## src/rtl/dda_sched_pkg.sv

```systemverilog
// Shared types and constants for the dda period scheduler.
package dda_sched_pkg;

  typedef enum logic [1:0] {
    IDLE   = 2'd0,
    WAIT   = 2'd1,
    LOAD   = 2'd2,
    STROBE = 2'd3
  } sched_state_t;

  localparam int CMD_W   = 8;
  localparam int DIR_BIT = 7;
  localparam int CNT_MSB = 6;
  localparam int CNT_MAX = 127;

  localparam logic [CMD_W-1:0] ZERO_CMD = '0;

  // Builds one axis field; step counts above the field range saturate.
  function automatic logic [CMD_W-1:0] make_cmd(input logic dir, input int unsigned steps);
    logic [CMD_W-1:0] cmd;
    cmd = ZERO_CMD;
    cmd[DIR_BIT] = dir;
    cmd[CNT_MSB:0] = (steps > CNT_MAX) ? 7'(CNT_MAX) : 7'(steps);
    return cmd;
  endfunction

endpackage

```

## src/rtl/sched_fifo.sv

```systemverilog
// Synchronous command FIFO with occupancy output; push when full and pop when
// empty are both ignored, so the pointers never wrap past each other.
module sched_fifo #(
  parameter int WIDTH = 24,
  parameter int DEPTH = 4
) (
  input  logic             clk,
  input  logic             rst_n,
  input  logic             push,
  input  logic             pop,
  input  logic [WIDTH-1:0] wdata,
  output logic [WIDTH-1:0] rdata,
  output logic             full,
  output logic             empty,
  output logic [4:0]       level
);

  localparam int PW = (DEPTH > 1) ? $clog2(DEPTH) : 1;

  logic [WIDTH-1:0] mem [DEPTH];
  logic [PW-1:0]    wr_ptr;
  logic [PW-1:0]    rd_ptr;
  logic             do_push;
  logic             do_pop;

  assign full    = (level == 5'(DEPTH));
  assign empty   = (level == 5'd0);
  assign do_push = push && !full;
  assign do_pop  = pop && !empty;
  assign rdata   = mem[rd_ptr];

  // Depth is a power of two, so natural pointer overflow is the modulo wrap.
  always_ff @(posedge clk or negedge rst_n) begin
    if (!rst_n) begin
      wr_ptr <= '0;
      rd_ptr <= '0;
      level  <= '0;
    end else begin
      if (do_push) wr_ptr <= wr_ptr + 1'b1;
      if (do_pop)  rd_ptr <= rd_ptr + 1'b1;
      case ({do_push, do_pop})
        2'b10:   level <= level + 5'd1;
        2'b01:   level <= level - 5'd1;
        default: level <= level;
      endcase
    end
  end

  always_ff @(posedge clk) begin
    if (do_push) mem[wr_ptr] <= wdata;
  end

endmodule

```

## src/rtl/dda_period_sched.sv

```systemverilog
// Per-period dda command scheduler: FIFO-buffered host commands, one load per period.
// Optional UNDERRUN_HOLD_EN: an underrun re-issues the previous dda_n instead of zero.
module dda_period_sched
  import dda_sched_pkg::*;
#(
  parameter int AXES        = 3,
  parameter int PERIOD_CLKS = 20000,
  parameter int FIFO_DEPTH  = 4,
  parameter int WR_CYCLES   = 2
) (
  input  logic                  clk,
  input  logic                  rst_n,
  input  logic                  enable,
  input  logic [AXES*CMD_W-1:0] cmd_data,
  input  logic                  cmd_valid,
  output logic                  cmd_ready,
  output logic [AXES*CMD_W-1:0] dda_n,
  output logic [AXES-1:0]       dda_wr,
  input  logic [AXES-1:0]       dda_busy,
  output logic                  period_tk,
  output logic [4:0]            fifo_level,
  output logic                  underrun,
  output logic                  overrun,
  input  logic                  clr_flags
);

  localparam logic [15:0] PERIOD_LAST = 16'(PERIOD_CLKS - 1);
  localparam logic [2:0]  WR_LAST     = 3'(WR_CYCLES - 1);

  sched_state_t          state;
  sched_state_t          next_state;
  logic [15:0]           period_cnt;
  logic [2:0]            wr_cnt;
  logic                  take;
  logic                  boundary;
  logic                  pop;
  logic                  fifo_full;
  logic                  fifo_empty;
  logic [AXES*CMD_W-1:0] head;
  logic [AXES*CMD_W-1:0] underrun_fill;

  sched_fifo #(
    .WIDTH (AXES*CMD_W),
    .DEPTH (FIFO_DEPTH)
  ) u_fifo (
    .clk   (clk),
    .rst_n (rst_n),
    .push  (cmd_valid),
    .pop   (pop),
    .wdata (cmd_data),
    .rdata (head),
    .full  (fifo_full),
    .empty (fifo_empty),
    .level (fifo_level)
  );

  assign cmd_ready = !fifo_full;
  assign period_tk = (state != IDLE) && (period_cnt == PERIOD_LAST);
  assign boundary  = take && (state == WAIT);
  assign pop       = take && !fifo_empty;

`ifdef UNDERRUN_HOLD_EN
  assign underrun_fill = dda_n;
`else
  assign underrun_fill = {AXES{ZERO_CMD}};
`endif

  always_ff @(posedge clk or negedge rst_n) begin
    if (!rst_n) state <= IDLE;
    else        state <= next_state;
  end

  // take marks the clock whose edge moves the FIFO head (or the fill value) into dda_n.
  always_comb begin
    next_state = state;
    take       = 1'b0;
    case (state)
      IDLE: begin
        if (enable && !fifo_empty) begin
          next_state = LOAD;
          take       = 1'b1;
        end
      end
      WAIT: begin
        if (!enable) begin
          next_state = IDLE;
        end else if (period_tk) begin
          next_state = LOAD;
          take       = 1'b1;
        end
      end
      LOAD:    next_state = STROBE;
      STROBE: begin
        if (wr_cnt == WR_LAST) next_state = enable ? WAIT : IDLE;
      end
      default: next_state = IDLE;
    endcase
  end

  // Counter sits at zero in IDLE so the first load after enable opens a fresh period.
  always_ff @(posedge clk or negedge rst_n) begin
    if (!rst_n) begin
      period_cnt <= '0;
    end else if (state == IDLE || period_cnt == PERIOD_LAST) begin
      period_cnt <= '0;
    end else begin
      period_cnt <= period_cnt + 16'd1;
    end
  end

  always_ff @(posedge clk or negedge rst_n) begin
    if (!rst_n) begin
      wr_cnt <= '0;
      dda_wr <= '0;
    end else begin
      wr_cnt <= (state == STROBE) ? wr_cnt + 3'd1 : 3'd0;
      dda_wr <= {AXES{next_state == STROBE}};
    end
  end

  always_ff @(posedge clk or negedge rst_n) begin
    if (!rst_n) begin
      dda_n <= '0;
    end else if (take) begin
      dda_n <= fifo_empty ? underrun_fill : head;
    end
  end

  // A flag being set on the same clock as clr_flags stays set.
  always_ff @(posedge clk or negedge rst_n) begin
    if (!rst_n) begin
      underrun <= 1'b0;
      overrun  <= 1'b0;
    end else begin
      if (boundary && fifo_empty) underrun <= 1'b1;
      else if (clr_flags)         underrun <= 1'b0;
      if (boundary && (|dda_busy)) overrun <= 1'b1;
      else if (clr_flags)          overrun <= 1'b0;
    end
  end

endmodule

```

## config.mk

```make
export PLATFORM = sky130hd
export DESIGN_NAME = dda_period_sched
export DESIGN_NICKNAME = d
export VERILOG_FILES = /design/src/rtl/dda_sched_pkg.sv /design/src/rtl/sched_fifo.sv /design/src/rtl/dda_period_sched.sv
export SDC_FILE = /design/constraint.sdc
export NUM_CORES = 1
export LEC_CHECK = 0
export CORE_MARGIN = 10
export CORE_UTILIZATION = 50
export CTS_BUF_LIST = sky130_fd_sc_hd__clkbuf_8
export CTS_CLUSTER_DIAMETER = 80
export DETAILED_ROUTE_END_ITERATION = 8
export HOLD_SLACK_MARGIN = 0.15
export PLACE_DENSITY = 0.77
export SYNTH_ARGS = -nofsm -noshare
export SYNTH_HDL_FRONTEND = slang
export SYNTH_SLANG_ARGS = --single-unit
```

## constraint.sdc

```tcl
create_clock -name clk -period 4.03 [get_ports clk]
set_input_delay 0.6045 -clock clk [delete_from_list [all_inputs] [get_ports clk]]
set_output_delay 0.6045 -clock clk [all_outputs]
set_load 0.1 [all_outputs]
```

==> metrics.md, run 1 <==
| Metric | Value |
|---|---|
| Outcome | finished, final reports clean |
| RePlAce Congestion | 0.849 |
| Setup crit start | period_cnt[0] |
| Std cell rows | 40 |
| CTS Buf Count | 17 |
| Crit-path leading delay family | simple AND/OR/NAND/NOR gates |
| Layout cell share with drive strength beyond 1 | 0.140 |
| Post-route design area | around 7300 um2 |
| Logic pwr share | 0.422 |
| Number of buffers inserted by post-CTS setup repair | 0 |
| # hold bufs at CTS | 0 |
| Largest net degree at the start of global routing | 49 |
| Clk Latency, worst-skew pair | 0.44 ns |
| RSZ-0062 raised after global routing | no |
| Sum of negative setup slack | 0 ns |
| Vias in the first global route | ~3700 |
| Worst path depth | 13 |
| Sw frac | 0.430 |
| Period utilisation layout | 0.803 |
| Worst EP required | 4.36 ns |
| Critical-path top delay cell | or3b_2 |
| Clock root buffer master | clkbuf_8 |
| Finished Core Util | 0.608 |
| CP Launch Type | flip-flop |
| Cells after DPL | 608 |
| Area grow syn2layout | 18.8% |
| Global-route wire length before repair | around 19 mm |
| Core area | 12000 um2 |
| Most frequent cells in the layout | edfxtp_1 (96), clkdlybuf4s50_1 (65), nand2_1 (60), dfrtp_1 (56), o21ai_0 (30) |
| Psw | 2.54 mW |
| Dpl hpwl | approximately 7.6 mm |
| Buf/Inv on CP | 1 |
| Critical Path AT | roughly 3.6 ns |
| Port Buffers | 67 |
| Gr usage total | 0.145 |
| Die height | 131 um |
| Netlist cell types | 38 |
| Final hold vios | 0 |
| Via Count | approximately 3400 |
| Max Fclk | 309 MHz |
| # fillers | between 900 and 1000 |
| Vias per cell | approximately 5.4 |
| PwrDens | between 800 and 900 nW/um2 |
| Remaining DRCs | 0 |
| Rel. slew slack | 0.228 |
| Worst R2R Path Depth | 13 |
| Layout Cells excl Fill | 640 |
| Synth Area per Inst | 15.2 um2 |
| Critical path type | flip-flop to flip-flop |
| Ports | 68 |
| CP Capture Type | flip-flop |
| Antenna violations before repair | 0 |
| Critical path fanouts, max | 5 |
| Synth Instances | about 410 |
| DRT iter0 DRCs | 200 |
| Overflow after GRT | 0 |
| # resized after CTS | 0 |
| DRT Pass-1 Iters | 4 |
| Clock share of power | 0.176 |
| Commonest non-fill, non-tap cell in the layout | edfxtp_1 |
| Final wirelength | 11.6 mm |
| Syn Nets | 449 |
| Final max-slew violation count | 0 |
| Max_cap viols | 0 |
| Nets | 524 |
| Wire per inst | 18.1 um |
| Sequential share of power | 0.402 |
| Worst Skew | 0.00820 ns |
| Sinks on Clock Net | 153 |
| Area after DPL | ~6900 um2 |
| Final ANT Viol Nets | 0 |
| Critical R2R Launch | period_cnt[0] |
| Flops & latches, synth | 153 |
| Min-Delay Path Class | input pin to asynchronous set/reset pin |
| Antenna cell count | 0 |
| LEAKAGE | 2.85 nW |
| Worst-Margin Slew | roughly 1.2 ns |
| Overall Power | 5.91 mW |
| CP max stage delay | 0.46 ns |
| Die Area | 17100 um2 |
| Reg clk slew, reported paths | 0.07 ns |
| Die Span X | 131 um |
| YS warnings | 0 |
| Most used cell, CP | ha_1 |
| Crit path time final | 3.24 ns |
| Sequence of cells on the critical path | ha_1 -> and4_4 -> nand4_2 -> o22a_4 -> nor2_2 -> ha_1 -> inv_1 -> fa_1 -> nor2b_1 -> o21ai_0 -> nand3_1 -> or3b_2 -> xnor2_1 |
| Max VDD drop | 0.000440 V |
| Sequential-to-total area share from yosys stat | 0.702 |
| H-Tree Depth | 4 |
| Initial Utilization | 0.511 |
| Synth Cell Area | 6140 um2 |
| Longest Clk Path Bufs | 2 |
| CTS tree | done |
| Pint | 3.37 mW |
| Final setup violation count | 0 |
==> cell families after synthesis <==
family          count (synthesis)  share of synthesized area
simple gates                  122                     0.0909
compound gates                 41                     0.0367
buf+inv                        31                     0.0257
xor+xnor                       22                     0.0314
mux                            24                     0.0880
flops                         153                      0.702
fa+ha+maj                      12                     0.0257
==> sequential cells by signal (all words and copies together) (netlist names) <==
register       flops
dda_n             24
dda_wr             1
overrun            1
period_cnt        16
state              2
u_fifo.level       5
u_fifo.mem        96
u_fifo.rd_ptr      2
u_fifo.wr_ptr      2
underrun           1
wr_cnt             3
==> per-stage QoR <==
| step | setup WS [ns] | hold WS [ns] |
|---|---|---|
| floorplan | 0.177 | 0.309 |
| global placement | 0.702 | 0.455 |
| detailed placement | 0.528 | 0.470 |
| CTS | 0.782 | 0.260 |
| global route | 0.546 | 0.288 |
| finish | 0.793 | 0.237 |
==> cell usage after synthesis <==
master / number / area [um2]
nor4_2: 1 / 12.5
nor2_2: 1 / 6.26
and4b_1: 1 / 10.0
inv_1: 13 / 48.8
a21oi_1: 5 / 25.0
dfrtp_1: 57 / 1430
nor2_1: 26 / 97.6
or3b_2: 1 / 8.76
xor2_1: 10 / 87.6
and2b_1: 1 / 7.51
o21ai_1: 1 / 5.00
nand3_1: 9 / 45.0
edfxtp_1: 96 / 2880
buf_4: 4 / 30.0
nor3b_1: 1 / 7.51
nand4_1: 2 / 12.5
and4_4: 1 / 11.3
or2_2: 1 / 6.26
nor2b_1: 2 / 12.5
fa_1: 1 / 20.0
nor3_1: 3 / 15.0
nand2_1: 61 / 229
o21a_1: 1 / 7.51
and2_1: 1 / 6.26
o22a_4: 1 / 17.5
xnor2_1: 12 / 105
buf_2: 9 / 45.0
nand4_2: 1 / 12.5
and3_1: 7 / 43.8
buf_6: 2 / 22.5
clkbuf_1: 3 / 11.3
mux4_2: 24 / 541
or2b_1: 1 / 7.51
o21ai_0: 30 / 150
ha_1: 11 / 138
o22ai_1: 2 / 12.5
a21o_1: 1 / 7.51
nor4_1: 1 / 6.26
==> power groups by stage <==
| stage | combinational (mW) | clock (mW) | sequential, mW |
|---|---|---|---|
| 2_1_floorplan | 1.07 | 0 | 3.22 |
| 3_3_place_gp | 2.48 | 0 | 2.40 |
| 3_5_place_dp | 2.52 | 0 | 2.42 |
| 4_1_cts | 2.53 | 1.07 | 2.38 |
| 5_1_grt | 2.66 | 1.15 | 2.43 |
| 6_report | 2.49 | 1.04 | 2.38 |
==> area by class of cell <==
type | count | area (um2) | area share
Sequential cell | 153 | 4310 | 0.591
Multi-Input combinational cell | 221 | 1680 | 0.230
Timing Repair Buffer | 74 | 716 | 0.0981
Clock buffer | 20 | 275 | 0.0377
Tap cell | 147 | 184 | 0.0252
Clock inverter | 12 | 86.3 | 0.0118
Inverter | 13 | 48.8 | 0.00669
==> routing by layer <==
layer	vias to the layer above	GRT usage	share of wire
met1	1735	0.178	0.43
met2	80	0.233	0.50
li1	1607	-	-
met4	0	0.0608	0.017
met5	-	0	0
met3	18	0.0479	0.058
==> worst paths after layout <==
path | slack [ns] | end
max | 0.79 | u_fifo.level[4]
min | 0.24 | dda_n[14]
max reg2reg | 0.79 | u_fifo.level[4]
min reg2reg | 0.47 | wr_cnt[0]
max in group asynchronous | 2.93 | u_fifo.rd_ptr[0]
min in group clk | 0.47 | wr_cnt[0]
(Power assumes the default switching activity.)
==> run 2: changes to the inputs <==
==> constraint.sdc (replaced) <==
create_clock -name clk -period 3.1 [get_ports clk]
set_input_delay 0.465 -clock clk [delete_from_list [all_inputs] [get_ports clk]]
set_output_delay 0.465 -clock clk [all_outputs]
set_load 0.1 [all_outputs]
==> run 2 against run 1 <==
  * First-iteration DRC count is 18% higher
  * Combinational power is 37% higher
  * Clock skew up 0.00051 ns
  * Critical path depth stayed put
  * Final cell count up 0.78%
  * Die area is the same
==> metrics.md, run 2 (synthesized netlist as in run 1, its figures left out) <==
| Metric | Value |
|---|---|
| LEAKAGE | 2.92 nW (+2.5%) |
| # fillers | 911 (-0.55%) |
| RePlAce Congestion | 0.818 (-3.6%) |
| Buf/Inv on CP | 1 (unchanged) |
| Die Area | 17100 um2 (unchanged) |
| Overall Power | 7.70 mW (+30%) |
| Period utilisation layout | 0.950 (+0.147) |
| Hold path endpoint | dda_n[17] |
| Reg2reg end | u_fifo.level[4] |
| Final setup violation count | 0 (unchanged) |
| Outcome | finished, final reports clean |
| Worst Hold Path Cells | 2 |
| Critical Path AT | 3.27 ns (-0.30 ns) |
| Final max-slew violation count | 0 (unchanged) |
| Clock root buffer master | clkbuf_8 |
| Dpl hpwl | 7.65 mm (+0.53%) |
| CP max stage delay | 0.47 ns (about the same) |
| Via Count | 3461 (+0.61%) |
| Sum of negative setup slack | 0 ns (unchanged) |
| PwrDens | 1050 nW/um2 (+30%) |
| Final WS setup | 0.154 ns (-0.639 ns) |
| Port Buffers | 67 (unchanged) |
| Initial Utilization | 0.511 (unchanged) |
| Wire per inst | 18.2 um (+0.66%) |
| Min-Delay Path Class | flip-flop to flip-flop |
| Ports | 68 (unchanged) |
| Reg2reg setup slack | 0.15 ns (-0.64 ns) |
| Worst R2R Path Depth | 13 (unchanged) |
| Max reg flops | 96 (unchanged) |
| Max_cap viols | 0 (unchanged) |
| Critical R2R Launch | period_cnt[0] |
| Die Span X | 131 um (unchanged) |
| CP Launch Type | flip-flop |
| Overflow after GRT | 0 (unchanged) |
| CTS tree | done |
| Die height | 131 um (unchanged) |
| Reg clk slew, reported paths | 0.08 ns (about the same) |
| Layout Cells excl Fill | 645 (+0.78%) |
| Reg with most FFs | u_fifo.mem |
| Most frequent cells in the layout | edfxtp_1 (96), nand2_1 (60), dfrtp_1 (51), buf_4 (46), clkdlybuf4s50_1 (30) |
| Sequence of cells on the critical path | ha_2 -> and4_4 -> nand4_2 -> o22a_4 -> nor2_4 -> ha_4 -> inv_2 -> fa_2 -> nor2b_1 -> o21ai_1 -> nand3_1 -> or3b_2 -> xnor2_1 |
| Layout cell share with drive strength beyond 1 | 0.237 (+0.0970) |
| Biggest regs | u_fifo.mem x96, dda_n x24, period_cnt x16 |
| CP Capture Type | flip-flop |
| Longest Clk Path Bufs | 2 (unchanged) |
| DRT iter0 DRCs | 235 (+18%) |
| Critical path type | flip-flop to flip-flop |
| Cells after DPL | 611 (+0.49%) |
| Largest net degree at the start of global routing | 49 (unchanged) |
| Std cell rows | 40 (unchanged) |
| Vias per cell | 5.37 (-0.17%) |
| Rel. slew slack | 0.231 (+0.00358) |
| Final hold vios | 0 (unchanged) |
| Worst-Margin Slew | 1.15 ns (-0.00536 ns) |
| Post-place setup slack | 0.00860 ns (-0.520 ns) |
| Worst Skew | 0.00872 ns (+0.000512 ns) |
| Nets | 529 (+0.95%) |
| Max VDD drop | 0.000664 V (+51%) |
| Hold Startpoint | dda_n[17] |
| Worst EP required | 3.42 ns (-0.94 ns) |
| Global-route wire length before repair | 19.3 mm (+1.6%) |
| Antenna violations before repair | 0 (unchanged) |
| Critical-path top delay cell | or3b_2 |
| Final ANT Viol Nets | 0 (unchanged) |
| CTS Buf Count | 17 (unchanged) |
| Final wirelength | 11.8 mm (+1.5%) |
| Vias in the first global route | 3754 (+2.0%) |
| Crit-path leading delay family | simple AND/OR/NAND/NOR gates |
| Final hold slack | 0.482 ns (+0.244 ns) |
| Max Fclk | 339 MHz (+9.9%) |
| Critical path fanouts, max | 4 (-1) |
| H-Tree Depth | 4 (unchanged) |
| Crit path time final | 2.95 ns (-0.291 ns) |
| DRT Pass-1 Iters | 5 (+1) |
| Gr usage total | 0.148 (+0.00299) |
| Area grow syn2layout | 19.0% |
| Sinks on Clock Net | 153 (unchanged) |
| Clk Latency, worst-skew pair | 0.44 ns (about the same) |
| RSZ-0062 raised after global routing | no |
| Commonest non-fill, non-tap cell in the layout | edfxtp_1 |
| Core area | 12000 um2 (unchanged) |
| Antenna cell count | 0 (unchanged) |
| Remaining DRCs | 0 (unchanged) |
## run 2: cell count changes in the layout (fill, tap and decap cells not counted), sizes merged, moves of 2 or more
cell,change
clkinvlp,-2
clkdlybuf4s50,-35
buf,+39
clkinv,+4
clkbuf,-3
## run 2: area by class of cell
type / instances / area, um2 / area share
sequential: 153 / 4320 / 0.592
multi-input combinational: 221 / 1720 / 0.236
timing repair buffer: 79 / 681 / 0.0932
clock buffer: 17 / 234 / 0.0320
tap: 147 / 184 / 0.0252
clock inverter: 15 / 113 / 0.0154
inverter: 13 / 48.8 / 0.00668
## run 2: routing by layer
layer	wire, um	track usage	up-vias
li1	-	-	1619
met1	5000	0.180	1745
met2	5910	0.244	84
met3	711	0.0524	13
met4	130	0.0458	0
met5	0	0	-
## run 2: worst max-delay path by stage
| stage | end | start | slack, ns | cells after the start |
|---|---|---|---|---|
| final | u_fifo.level[4] | period_cnt[0] | 0.15 | 13 |
| after global placement | u_fifo.level[4] | enable | 0.08 | 12 |
| after floorplan | u_fifo.level[4] | u_fifo.level[3] | 0.02 | 12 |
| after global routing | u_fifo.level[4] | period_cnt[0] | 0.001 | 13 |
| after CTS | u_fifo.level[4] | period_cnt[0] | 0.1 | 13 |
| after detailed placement | u_fifo.level[4] | enable | 0.009 | 12 |
## run 2: power by group
part	total, mW	switching, mW	internal (mW)
Sequential	2.98	0.264	2.72
Combinational	3.40	2.41	0.987
Clock	1.32	0.695	0.620
Total	7.70	3.37	4.33
## run 2: repair_timing
item	in CTS	in global routing
buffers inserted	0	1
endpoints found under the hold margin	20	0
resized for setup	0	3
endpoints found under the setup margin	0	1
hold buffers	1	0
## run 2: tightest hold or removal path, stage by stage (launching register included)
cell and delay (ns):
dfrtp_1 0.35, nand2_1 0.04, o21ai_0 0.06
## run 2: per-stage QoR
stage | util | area (um2)
floorplan | - | 6190
global placement | 0.577 | 6930
detailed placement | 0.577 | 6930
CTS | 0.607 | 7290
global route | 0.608 | 7310
finish | 0.608 | 7310
